<file path="config.mk">
export PLATFORM = sky130hd
export DESIGN_NAME = debounce_arbiter
export DESIGN_NICKNAME = d
export VERILOG_FILES = /design/src/rtl/debounce_arbiter_pkg.sv /design/src/rtl/debounce_arbiter_tick.sv /design/src/rtl/debounce_arbiter.sv
export SDC_FILE = /design/constraint.sdc
export NUM_CORES = 1
export LEC_CHECK = 0
export ABC_CLOCK_PERIOD_IN_PS = 5300
export CAP_MARGIN = 5
export CORE_MARGIN = 3
export CORE_UTILIZATION = 35
export CTS_CLUSTER_DIAMETER = 120
export DETAILED_ROUTE_END_ITERATION = 16
export PLACE_DENSITY_LB_ADDON = 0.3
export SYNTH_ARGS = -nofsm -noshare
export SYNTH_HDL_FRONTEND = slang
export SYNTH_SLANG_ARGS = --single-unit
export TNS_END_PERCENT = 20
</file>
<file path="constraint.sdc">
create_clock -name clk -period 5.3 [get_ports clk]
set_clock_uncertainty 0.2 [all_clocks]
set_input_delay 0.53 -clock clk [delete_from_list [all_inputs] [get_ports clk]]
set_output_delay 0.53 -clock clk [all_outputs]
set_load 0.1 [all_outputs]
</file>
<file path="src/rtl/debounce_arbiter_pkg.sv">
// Shared types and the round-robin search used by the debounce arbiter.
package debounce_arbiter_pkg;

  localparam int unsigned MAX_CH = 32;
  localparam int unsigned IDX_W  = 5;

  typedef enum logic [0:0] {ARB_IDLE, ARB_PRESENT} arb_state_t;

  typedef struct packed {
    logic             found;
    logic [IDX_W-1:0] idx;
  } rr_grant_t;

  // First set bit after last_grant, wrapping modulo n_ch.
  function automatic rr_grant_t next_rr(input logic [MAX_CH-1:0] pending,
                                        input int unsigned       n_ch,
                                        input int unsigned       last_grant);
    rr_grant_t   g;
    int unsigned c;
    g = '0;
    for (int unsigned k = 1; k <= MAX_CH; k++) begin
      c = (last_grant + k) % n_ch;
      if (k <= n_ch && !g.found && pending[c[IDX_W-1:0]]) begin
        g.found = 1'b1;
        g.idx   = c[IDX_W-1:0];
      end
    end
    return g;
  endfunction

endpackage

</file>
<file path="src/rtl/debounce_arbiter_tick.sv">
// Free-running prescaler: one-cycle tick every TICK_CYCLES clocks.
module tick_gen
  import debounce_arbiter_pkg::*;
#(
  parameter int TICK_CYCLES = 100000
) (
  input  logic clk,
  input  logic reset_n,
  output logic tick
);

  localparam int            CW   = (TICK_CYCLES > 1) ? $clog2(TICK_CYCLES) : 1;
  localparam logic [CW-1:0] LAST = CW'(TICK_CYCLES - 1);

  logic [CW-1:0] cnt_q, cnt_d;

  assign tick  = (cnt_q == LAST);
  assign cnt_d = tick ? '0 : cnt_q + 1'b1;

  always_ff @(posedge clk or negedge reset_n) begin
    if (!reset_n) cnt_q <= '0;
    else          cnt_q <= cnt_d;
  end

endmodule

</file>
<file path="src/rtl/debounce_arbiter.sv">
// Multi-channel debouncer sharing one prescaler; debounced edges are queued
// as pending flags and delivered round-robin over a valid/ready port.
module debounce_arbiter
  import debounce_arbiter_pkg::*;
#(
  parameter  int N_CH         = 4,
  parameter  int TICK_CYCLES  = 100000,
  parameter  int STABLE_TICKS = 5,
  localparam int CH_W         = $clog2(N_CH)
) (
  input  logic            clk,
  input  logic            reset_n,
  input  logic [N_CH-1:0] noisy,
  output logic [N_CH-1:0] debounced,
  output logic            evt_valid,
  input  logic            evt_ready,
  output logic [CH_W-1:0] evt_ch,
  output logic            evt_level,
  output logic            overrun
);

  localparam int               CNT_W    = $clog2(STABLE_TICKS + 1);
  localparam logic [CNT_W-1:0] CNT_LAST = CNT_W'(STABLE_TICKS - 1);

  logic tick;

  tick_gen #(.TICK_CYCLES(TICK_CYCLES)) u_tick (
    .clk     (clk),
    .reset_n (reset_n),
    .tick    (tick)
  );

  logic [N_CH-1:0]            sync1_q, sync2_q;
  logic [N_CH-1:0]            deb_q, deb_d, pend_q, pend_d, flip, clr;
  logic [N_CH-1:0][CNT_W-1:0] cnt_q, cnt_d;
  logic                       ovr_q, ovr_d;
  arb_state_t                 state_q, state_d;
  logic [CH_W-1:0]            last_q, last_d, ch_q, ch_d;
  logic                       lvl_q, lvl_d;
  logic [MAX_CH-1:0]          pend_ext;
  rr_grant_t                  grant;

  // A matching input clears the count before a tick can advance it.
  always_comb begin
    flip  = '0;
    cnt_d = cnt_q;
    for (int i = 0; i < N_CH; i++) begin
      if (sync2_q[i] == deb_q[i]) begin
        cnt_d[i] = '0;
      end else if (tick) begin
        if (cnt_q[i] == CNT_LAST) begin
          flip[i]  = 1'b1;
          cnt_d[i] = '0;
        end else begin
          cnt_d[i] = cnt_q[i] + 1'b1;
        end
      end
    end
  end

  // Set beats clear, so a flip on the channel being granted is re-queued.
  assign deb_d  = deb_q ^ flip;
  assign pend_d = (pend_q & ~clr) | flip;
  assign ovr_d  = |(flip & pend_q & ~clr);

  always_comb begin
    pend_ext               = '0;
    pend_ext[N_CH-1:0]     = pend_q;
    grant                  = next_rr(pend_ext, N_CH, 32'(last_q));
    state_d                = state_q;
    last_d                 = last_q;
    ch_d                   = ch_q;
    lvl_d                  = lvl_q;
    clr                    = '0;
    case (state_q)
      ARB_IDLE: begin
        if (grant.found) begin
          ch_d      = grant.idx[CH_W-1:0];
          lvl_d     = deb_q[ch_d];
          clr[ch_d] = 1'b1;
          last_d    = ch_d;
          state_d   = ARB_PRESENT;
        end
      end
      ARB_PRESENT: if (evt_ready) state_d = ARB_IDLE;
      default:     state_d = ARB_IDLE;
    endcase
  end

  always_ff @(posedge clk or negedge reset_n) begin
    if (!reset_n) begin
      sync1_q <= '0;
      sync2_q <= '0;
      deb_q   <= '0;
      cnt_q   <= '0;
      pend_q  <= '0;
      ovr_q   <= 1'b0;
      state_q <= ARB_IDLE;
      last_q  <= CH_W'(N_CH - 1);
      ch_q    <= '0;
      lvl_q   <= 1'b0;
    end else begin
      sync1_q <= noisy;
      sync2_q <= sync1_q;
      deb_q   <= deb_d;
      cnt_q   <= cnt_d;
      pend_q  <= pend_d;
      ovr_q   <= ovr_d;
      state_q <= state_d;
      last_q  <= last_d;
      ch_q    <= ch_d;
      lvl_q   <= lvl_d;
    end
  end

  assign debounced = deb_q;
  assign evt_valid = (state_q == ARB_PRESENT);
  assign evt_ch    = ch_q;
  assign evt_level = lvl_q;
  assign overrun   = ovr_q;

endmodule

</file>
==> results_dict.tcl, run 1 <==
set metrics [dict create \
    wl_um 4514 \
    grt_max_degree 53 \
    tritoncts "done" \
    die_y_um 89.81 \
    ys_seq_area_share_pct 53.03 \
    antenna_found_initial 0 \
    cts_buffer_depth 2 \
    grt.busiest_layer "met2" \
    io_pins 16 \
    hold_violations 0 \
    crit_fanout 4 \
    relSlewSlack_pct 34.70 \
    hp-class "primary input to async pin" \
    netlist_instances 243 \
    hpwl_um 3169 \
    synthFlopType "dfrtp_1" \
    grt_use_met3_pct 2.755 \
    max_stage_delay_ns 1.18 \
    period_needed_ns 2.678 \
    synth_fp_nets 259 \
    clock_power_share_pct 41.6 \
    grt_pass1_vias 1767 \
    die_w_um 89.81 \
    power_density_mw_per_mm2 251.7 \
    drv_cap 0 \
    crit_type "flip-flop to output port" \
    path_cells "clkdlybuf4s50_1" \
    core_area_mm2 0.006568 \
    regToRegSetupSlack_ns 2.67 \
    critical-path-top-delay-family "buffers and inverters" \
    fin_nets 278 \
    worstPathRequired_ns 4.57 \
    fin_tns_setup_ns 0 \
    cts_resized 0 \
    synth-seq-cells 52 \
    syn_area_per_cell_um2 10.12 \
    io_buffers 15 \
    leakagePower_nw 1.250 \
    postCtsSetupBuffers 0 \
    critPathBufInv 1 \
    r2r-start "u_tick.cnt_q[0]$_DFF_PN0_" \
    vias_per_cell 4.907 \
    initial_utilization_pct 37.44 \
    fillers 656 \
    cpMaxStageDelayCell "clkdlybuf4s50_1" \
    p_sw_share_pct 19.69 \
    layout.cells.non_filler 356 \
    root_buffer "clkbuf_8" \
    cts_buffers 5 \
    path_clk_slew_ns 0.09 \
    rr_worst_depth 5 \
    crit_path_start_kind "flip-flop" \
    num_rows 29 \
    met2_usage_pct 19.92 \
    synth_edf_count 0 \
    gp_congestion 0.7666 \
    wl_per_cell_um 12.68 \
    synth_cell_types 37 \
    max_freq_ghz 0.3735 \
    report.final.slew_viol_count 0 \
    grt_first_pass_wirelength_um 8355 \
    setup_viol 0 \
    drive_gt1_share_pct 7.985 \
    globalRouteTotalUtil_pct 12.39 \
    vdd_drop_max_mv 0.1055 \
    diodes 0 \
    pwr-share-seq_pct 56.4 \
    rsz0062_at_grt "false" \
    grtUsageMet1_pct 16.68 \
    multi_input_area_mm2 0.001094 \
    ctsHoldBuffers 0 \
    yosysWarnings 0 \
    dieArea_mm2 0.008066 \
    vias 1747 \
    intPower_mw 0.5713 \
    grt-ovfl-total 0 \
    p_switching_mw 0.1401 \
    ant_nets 0 \
    synth-async-reset-ratio_pct 100.0 \
    cp-end-kind "output port" \
    dr.first_iter.drc_count 109 \
    htree_num_levels 2 \
    drcViolationCount 0 \
    numClockSinks 52 \
    syn-cell-area_mm2 0.002459 \
    arrival_ns 1.95 \
    post-route-period-util_pct 50.52 \
    seqCellArea_mm2 0.001304 \
    dr.pass1.iters 4 \
    worst_pin_slew_ns 0.9765 \
    status "finished, final reports clean" \
    p_comb_share_pct 2.0 \
    clk_latency_ns 0.30 \
    dp.cells 348 \
    syn_to_final_growth_pct 14.96 \
]
==> kinds of logic (layout without fill, tap and decap cells) <==
group	after synthesis	in the layout	synth area share [%]
compound gates	39	39	9.466
xor+xnor	18	18	6.413
mux	5	5	2.188
flops	52	52	53.03
fa+ha+maj	9	9	4.580
simple gates	107	107	21.83
buf+inv	13	33	2.493
==> state kept, by name (all words and copies together), names as in the netlist, named ones only <==
signal        flops
overrun           1
last_q            2
evt_valid         1
pend_q            4
evt_level         1
evt_ch            2
u_tick.cnt_q     17
cnt_q            12
sync2_q           4
sync1_q           4
==> synth_stat cells (2+ instances only) <==
cell | number | area [um^2]
dfstp_2 | 2 | 52.55
xnor2_1 | 9 | 78.83
nand2_1 | 34 | 127.6
o2111ai_1 | 4 | 35.03
and3_1 | 2 | 12.51
mux2_2 | 3 | 33.78
mux2i_1 | 2 | 20.02
a21o_1 | 2 | 15.01
nor2_1 | 28 | 105.1
or4_4 | 2 | 22.52
nand3b_1 | 4 | 30.03
nor2b_1 | 3 | 18.77
o21ai_0 | 13 | 65.06
a21oi_1 | 13 | 65.06
inv_1 | 9 | 33.78
nor4_1 | 2 | 12.51
nand2b_1 | 2 | 12.51
nand3_1 | 17 | 85.08
nor3_1 | 3 | 15.01
o21a_1 | 2 | 15.01
ha_1 | 9 | 112.6
xor2_1 | 9 | 78.83
nand4_1 | 5 | 31.28
nor4_4 | 2 | 42.54
dfrtp_1 | 50 | 1251
==> power by group through the flow <==
stage	clock [mW]	combinational (mW)	sequential, mW
floorplan	0	0.00227	0.409
global placement	0	0.0155	0.409
detailed placement	0	0.0155	0.409
CTS	0.303	0.0156	0.401
global route	0.317	0.0175	0.402
finish	0.296	0.0146	0.401
==> cell type report <==
cell class / instances / share of cell area [%]
inverter: 9 / 1.195
clock buffer: 7 / 3.409
timing repair buffer: 16 / 5.401
sequential: 52 / 46.13
clock inverter: 1 / 1.062
multi-input combinational: 178 / 38.69
tap: 93 / 4.117
==> per-stage QoR <==
step	hold WS [ns]	total power [mW]	cell area [um^2]	util (%)	setup slack [ns]
3_5_place_dp	0.1347	0.4244	2700	41.11	2.681
6_report	0.1324	0.7113	2826	43.04	2.622
3_3_place_gp	0.1320	0.4243	2700	41.11	2.741
4_1_cts	0.1555	0.7202	2826	43.04	2.600
2_1_floorplan	0.03441	0.4108	2459	-	3.180
5_1_grt	0.1595	0.7357	2826	43.04	2.491
==> routing by layer <==
metal / share of wire (%) / routed length, um
met5: 0 / 0
met4: 0.93 / 42
met3: 2.2 / 100
met2: 48 / 2151
met1: 49 / 2221
==> layout by cell type, fill, tap and decap left out <==
master / n
or2_2: 1
o21bai_1: 1
ha_1: 9
nor2_1: 28
nor3_1: 3
mux2i_1: 2
dfstp_2: 2
o21ai_2: 1
nor2b_1: 3
clkdlybuf4s50_1: 14
xor2_1: 9
nand3b_1: 4
inv_1: 9
mux2_2: 3
or3_1: 1
o22ai_1: 1
nor4_1: 2
bufinv_16: 1
nand2b_1: 2
nand3_1: 17
buf_4: 1
o2111ai_1: 4
o21a_1: 2
a21o_1: 2
or4_4: 2
clkbuf_8: 7
dfrtp_1: 50
nand4b_1: 1
o21ai_0: 13
xnor2_1: 9
nor4_4: 2
nand2_1: 34
o211ai_1: 1
nand4_1: 5
o31ai_1: 1
buf_2: 1
and3_1: 2
a21oi_1: 13
==> worst reg2reg max path, cell delays in order (launching register included) <==
cell     delay [ns]
dfrtp_1        0.38
ha_1           0.22
nand4_1        0.38
nor4_4         0.87
nand3_1        0.18
mux2_2         0.30
==> how the worst max path moves through the flow <==
stage | start | to | cells past startpoint | slack [ns]
after floorplan | u_tick.cnt_q[0]$_DFF_PN0_ | flip-flop | 6 | 3.18
after global placement | u_tick.cnt_q[0]$_DFF_PN0_ | flip-flop | 5 | 2.74
after detailed placement | u_tick.cnt_q[0]$_DFF_PN0_ | flip-flop | 5 | 2.68
after CTS | flip-flop | debounced[1] | 1 | 2.60
after global routing | u_tick.cnt_q[0]$_DFF_PN0_ | flip-flop | 5 | 2.49
final | flip-flop | debounced[1] | 1 | 2.62
(Power assumes the default switching activity.)
==> run 2: changes to the inputs <==
Settings changed: ABC_CLOCK_PERIOD_IN_PS 5300 to 2200.
Clock period 5.3 ns to 2.2 ns, I/O delays scaled along.
==> run 2 against run 1 <==
Effect of this change:
- the run now ends with setup timing left
- register-to-register slack worse by 2.7 ns
- non-clock buffer count up 15
- sequential power up 140%
- critical path depth grew 4
- largest power group unchanged
- highest routed layer unchanged
==> results_dict.tcl, run 2 (synthesized netlist as in run 1, its figures left out) <==
set metrics [dict create \
    min-delay-start "noisy[1]" \
    crit_fanout 8 \
    power_density_mw_per_mm2 572.0 \
    root_buffer "clkbuf_8" \
    wl_per_cell_um 12.64 \
    largest_reg_flops 17 \
    path_clk_slew_ns 0.09 \
    diodes 0 \
    relSlewSlack_pct 68.71 \
    hpwl_um 3376 \
    grt_max_degree 23 \
    grt-ovfl-total 0 \
    grt_first_pass_wirelength_um 8245 \
    regToRegSetupSlack_ns -0.03 \
    clk_latency_ns 0.30 \
    dieArea_mm2 0.008066 \
    hold_violations 0 \
    vias 1810 \
    globalRouteTotalUtil_pct 12.33 \
    hp-class "primary input to flip-flop" \
    vdd_drop_max_mv 0.2688 \
    drv_cap 0 \
    drive_gt1_share_pct 19.06 \
    grt_pass1_vias 1768 \
    finalWorstSetupSlack_ns -0.03493 \
    cp-end-kind "flip-flop" \
    antenna_found_initial 0 \
    tritoncts "done" \
    numClockSinks 52 \
    initial_utilization_pct 37.44 \
    fin_tns_setup_ns -0.2201 \
    post-route-period-util_pct 101.6 \
    dr.first_iter.drc_count 106 \
    io_buffers 15 \
    report.final.slew_viol_count 0 \
    htree_num_levels 2 \
    layout.cells.non_filler 371 \
    cts_buffers 5 \
    io_pins 16 \
    num_rows 29 \
    die_w_um 89.81 \
    rsz0062_at_grt "true" \
    die_y_um 89.81 \
    syn_to_final_growth_pct 21.27 \
    setup_viol 10 \
    reg_top3 "u_tick.cnt_q: 17 flops, cnt_q: 12 flops" \
    final_common_cell "dfrtp_1" \
    gp_congestion 0.7935 \
    layout_common_cells "dfrtp_1 (50), nand2_1 (30), nor2_1 (28)" \
    dp_slack_ns 0.02468 \
    hold_slack_ns 0.1422 \
    vias_per_cell 4.879 \
    failed_checks "setup timing" \
    arrival_ns 2.20 \
    status "finished, violations left" \
    leakagePower_nw 1.353 \
    cts_buffer_depth 2 \
    ant_nets 0 \
    crit_path_start_kind "flip-flop" \
    dr.pass1.iters 4 \
    period_needed_ns 2.235 \
    dp.cells 359 \
    worstPathRequired_ns 2.17 \
    setup.worst_path.start "u_tick.cnt_q[13]$_DFF_PN0_" \
    crit_type "flip-flop to flip-flop" \
    core_area_mm2 0.006568 \
    drcViolationCount 0 \
    power_mw 1.706 \
    worst_pin_slew_ns 0.4651 \
    wl_um 4691 \
    regMostFlops "u_tick.cnt_q" \
    r2r-start "u_tick.cnt_q[13]$_DFF_PN0_" \
    fin_nets 293 \
    max_freq_ghz 0.4474 \
]
-- run 2: layout make-up --
cell class                 instances  area, um^2
tap                               93       116.4
clock inverter                     1       30.03
timing repair buffer              31       277.8
sequential                        52        1304
fill                             626        3586
clock buffer                       7       96.34
multi-input combinational        178        1124
inverter                           9       33.78
-- run 2: routing by layer --
metal  wire length (um)  up-vias  GRT usage (%)
met5                  0        -              0
met4                 86        0          5.236
met3                157        8          3.506
met2               2132       19          18.86
met1               2315      879          16.40
li1                   -      904              -
-- run 2: report_power, final --
group          internal [mW]  total [mW]  switching (mW)
registers              0.962       0.966         0.00378
clock network          0.401       0.701           0.299
logic                 0.0143      0.0386          0.0243
total                   1.38        1.71           0.327
-- run 2: worst paths after layout --
path                                              end  depth (start not counted)
worst max-delay path             cnt_q[0]$_DFFE_PN0P_                          5
worst min-delay path             sync1_q[1]$_DFF_PN0_                          1
worst max register to register   cnt_q[0]$_DFFE_PN0P_                          5
worst min register to register   sync2_q[2]$_DFF_PN0_                          0
max in group asynchronous       last_q[0]$_DFFE_PN1P_                          3
min in group asynchronous        sync1_q[0]$_DFF_PN0_                          2
-- run 2: what timing repair did --
action / 4_1_cts / 5_1_grt
setup endpoints to repair: 0 / 5
buffers inserted: 0 / 3
resized for setup: 0 / 17
hold buffers: 1 / 0
hold endpoints to repair: 20 / 0
-- run 2: worst max-delay path, cell delays in order, from the launching register on --
cell     delay [ns]
dfrtp_1        0.39
or4_4          0.58
or4_4          0.64
buf_8          0.18
nand2_1        0.06
a21oi_1        0.05
-- run 2: through the flow --
| stage | area, um^2 | util (%) |
|---|---|---|
| global route | 2982 | 45.40 |
| finish | 2982 | 45.40 |
| detailed placement | 2785 | 42.41 |
| global placement | 2785 | 42.41 |
| CTS | 2922 | 44.48 |
| floorplan | 2459 | - |
==> run 3: changes to the inputs <==
--- a/config.mk
+++ b/config.mk
@@ -9,8 +9,9 @@
 export CAP_MARGIN = 5
 export CORE_MARGIN = 3
-export CORE_UTILIZATION = 35
+export CORE_UTILIZATION = 45
 export CTS_CLUSTER_DIAMETER = 120
 export DETAILED_ROUTE_END_ITERATION = 16
 export PLACE_DENSITY_LB_ADDON = 0.3
+export REMOVE_ABC_BUFFERS = 1
 export SYNTH_ARGS = -nofsm -noshare
 export SYNTH_HDL_FRONTEND = slang
--- a/constraint.sdc
+++ b/constraint.sdc
@@ -3,3 +3,3 @@
 set_input_delay 0.22 -clock clk [delete_from_list [all_inputs] [get_ports clk]]
 set_output_delay 0.22 -clock clk [all_outputs]
-set_load 0.1 [all_outputs]
+set_load 0.02 [all_outputs]
==> run 3 against run 2 <==
Effect of this change:
- the flow now finishes without violations
- maximum frequency grew 1.8%
- register-to-register slack gained 0.04 ns
- combinational power grew 4%
- utilization grew 11 points
- sequential power is essentially flat
- via count shrank 1.2%
- first-iteration DRC count shrank 41%
- critical path depth is the same
- hold slack lost 0.0043 ns
- die area shrank 21%
- non-clock buffer count grew 2
- largest cell class unchanged
- highest routed layer unchanged
==> results_dict.tcl, run 3 (synthesized netlist as in run 1, its figures left out) <==
set metrics [dict create \
    wl_met3_um 177 \
    worstPathRequired_ns 2.20 \
    io_buffers 15 \
    drcViolationCount 0 \
    cts_buffers 5 \
    max_stage_delay_ns 0.61 \
    critical-path-top-delay-family "simple AND/OR/NAND/NOR gates" \
    tritoncts "done" \
    rsz0062_at_grt "true" \
    die_w_um 79.92 \
    hold_violations 0 \
    hp-class "primary input to flip-flop" \
    layout_common_cells "dfrtp_1 (50), nand2_1 (33), nor2_1 (28)" \
    crit_type "flip-flop to flip-flop" \
    finalWorstSetupSlack_ns 0.004097 \
    drv_cap 0 \
    period_needed_ns 2.196 \
    vias_per_cell 5.109 \
    post-route-period-util_pct 99.81 \
    final_util_pct 56.37 \
    dieArea_mm2 0.006386 \
    cts_buffer_depth 2 \
    fin_nets 295 \
    globalRouteTotalUtil_pct 16.08 \
    power_density_mw_per_mm2 536.2 \
    clk_latency_ns 0.31 \
    relSlewSlack_pct 65.49 \
    vdd_drop_max_mv 0.4092 \
    highest_layer "met4" \
    ant_nets 0 \
    report.final.slew_viol_count 0 \
    dr.pass1.iters 4 \
    setup_viol 0 \
    num_rows 26 \
    initial_utilization_pct 47.24 \
    critPathBufInv 1 \
    leakagePower_nw 1.326 \
    dp_slack_ns 0.01024 \
    grt-ovfl-total 0 \
    cp-end-kind "flip-flop" \
    layout.cells.non_filler 350 \
    drt-met1-wl_um 2137 \
    fin_tns_setup_ns 0 \
    antenna_found_initial 0 \
    wl_per_cell_um 13.15 \
    grt_max_degree 32 \
    grt_first_pass_wirelength_um 7838 \
    htree_num_levels 2 \
    die_y_um 79.92 \
    cpMaxStageDelayCell "or4_4" \
    gp_congestion 0.8253 \
    dr.first_iter.drc_count 63 \
    drive_gt1_share_pct 14.64 \
    worst_pin_slew_ns 0.5176 \
    crit_path_start_kind "flip-flop" \
    cp_common_cell "or4_4" \
    core_area_mm2 0.005205 \
    max_freq_ghz 0.4554 \
    fillers 461 \
    numClockSinks 52 \
    reg_top3 "u_tick.cnt_q: 17 flops, cnt_q: 12 flops" \
    hpwl_um 3308 \
    path_clk_slew_ns 0.10 \
    wl_um 4603 \
    crit_fanout 8 \
    dp.cells 336 \
    status "finished, final reports clean" \
    path_cells "or4_4, or4_4, buf_6, o21ai_2, nand2_1" \
    largest_reg_flops 17 \
    root_buffer "clkbuf_8" \
    wl_met2_um 2215 \
    regMostFlops "u_tick.cnt_q" \
    io_pins 16 \
    hold_slack_ns 0.1379 \
    final_common_cell "dfrtp_1" \
    arrival_ns 2.20 \
    syn_to_final_growth_pct 19.34 \
    grt_pass1_vias 1740 \
    diodes 0 \
    vias 1788 \
]
-- run 3: where the power goes --
group	switching (mW)	internal, mW
clock	0.333	0.234
sequential	0.00389	0.963
combinational	0.0245	0.0155
total	0.361	1.21
-- run 3: metal layers --
layer | up-vias | track usage [%]
li1 | 913 | -
met1 | 840 | 20.33
met2 | 30 | 25.91
met3 | 5 | 4.515
met4 | 0 | 6.419
met5 | - | 0
-- run 3: final timing paths --
path / start / end / slack, ns / depth (start not counted)
worst max-delay path: u_tick.cnt_q[12]$_DFF_PN0_ / flip-flop / 0.004 / 5
worst min-delay path: noisy[2] / sync1_q[2]$_DFF_PN0_ / 0.14 / 1
worst max register to register: u_tick.cnt_q[12]$_DFF_PN0_ / flip-flop / 0.004 / 5
worst min register to register: sync1_q[1]$_DFF_PN0_ / sync2_q[1]$_DFF_PN0_ / 0.16 / 0
max in group asynchronous: reset_n / last_q[1]$_DFFE_PN1P_ / 1.00 / 3
min in group asynchronous: reset_n / evt_ch[1]$_DFFE_PN0P_ / 0.21 / 2
-- run 3: timing repair --
| action | in CTS | in global routing |
|---|---|---|
| pin swaps | 0 | 2 |
| endpoints found under the hold margin | 20 | 0 |
| setup buffers | 0 | 5 |
| gates resized for setup | 1 | 11 |
| hold buffers | 1 | 0 |
| setup endpoints to repair | 1 | 6 |
-- run 3: layout make-up --
cell class / count / area (um^2) / area share (%)
Tap cell: 70 / 87.58 / 2.985
Multi-Input combinational cell: 178 / 1106 / 37.70
Sequential cell: 52 / 1304 / 44.44
Clock buffer: 5 / 68.82 / 2.345
Inverter: 9 / 33.78 / 1.151
Timing Repair Buffer: 33 / 306.5 / 10.45
Clock inverter: 3 / 27.53 / 0.9382
-- run 3: worst reg2reg max path, stage by stage, from the launching register on --
cell     delay, ns
dfrtp_1       0.39
or4_4         0.56
or4_4         0.61
buf_6         0.15
o21ai_2       0.12
nand2_1       0.05
-- run 3: metrics by stage --
| stage | cell area [um^2] | power [mW] |
|---|---|---|
| 2_1_floorplan | 2431 | 0.9897 |
| 3_3_place_gp | 2766 | 1.025 |
| 3_5_place_dp | 2766 | 1.026 |
| 4_1_cts | 2873 | 1.609 |
| 5_1_grt | 2934 | 1.639 |
| 6_report | 2934 | 1.573 |
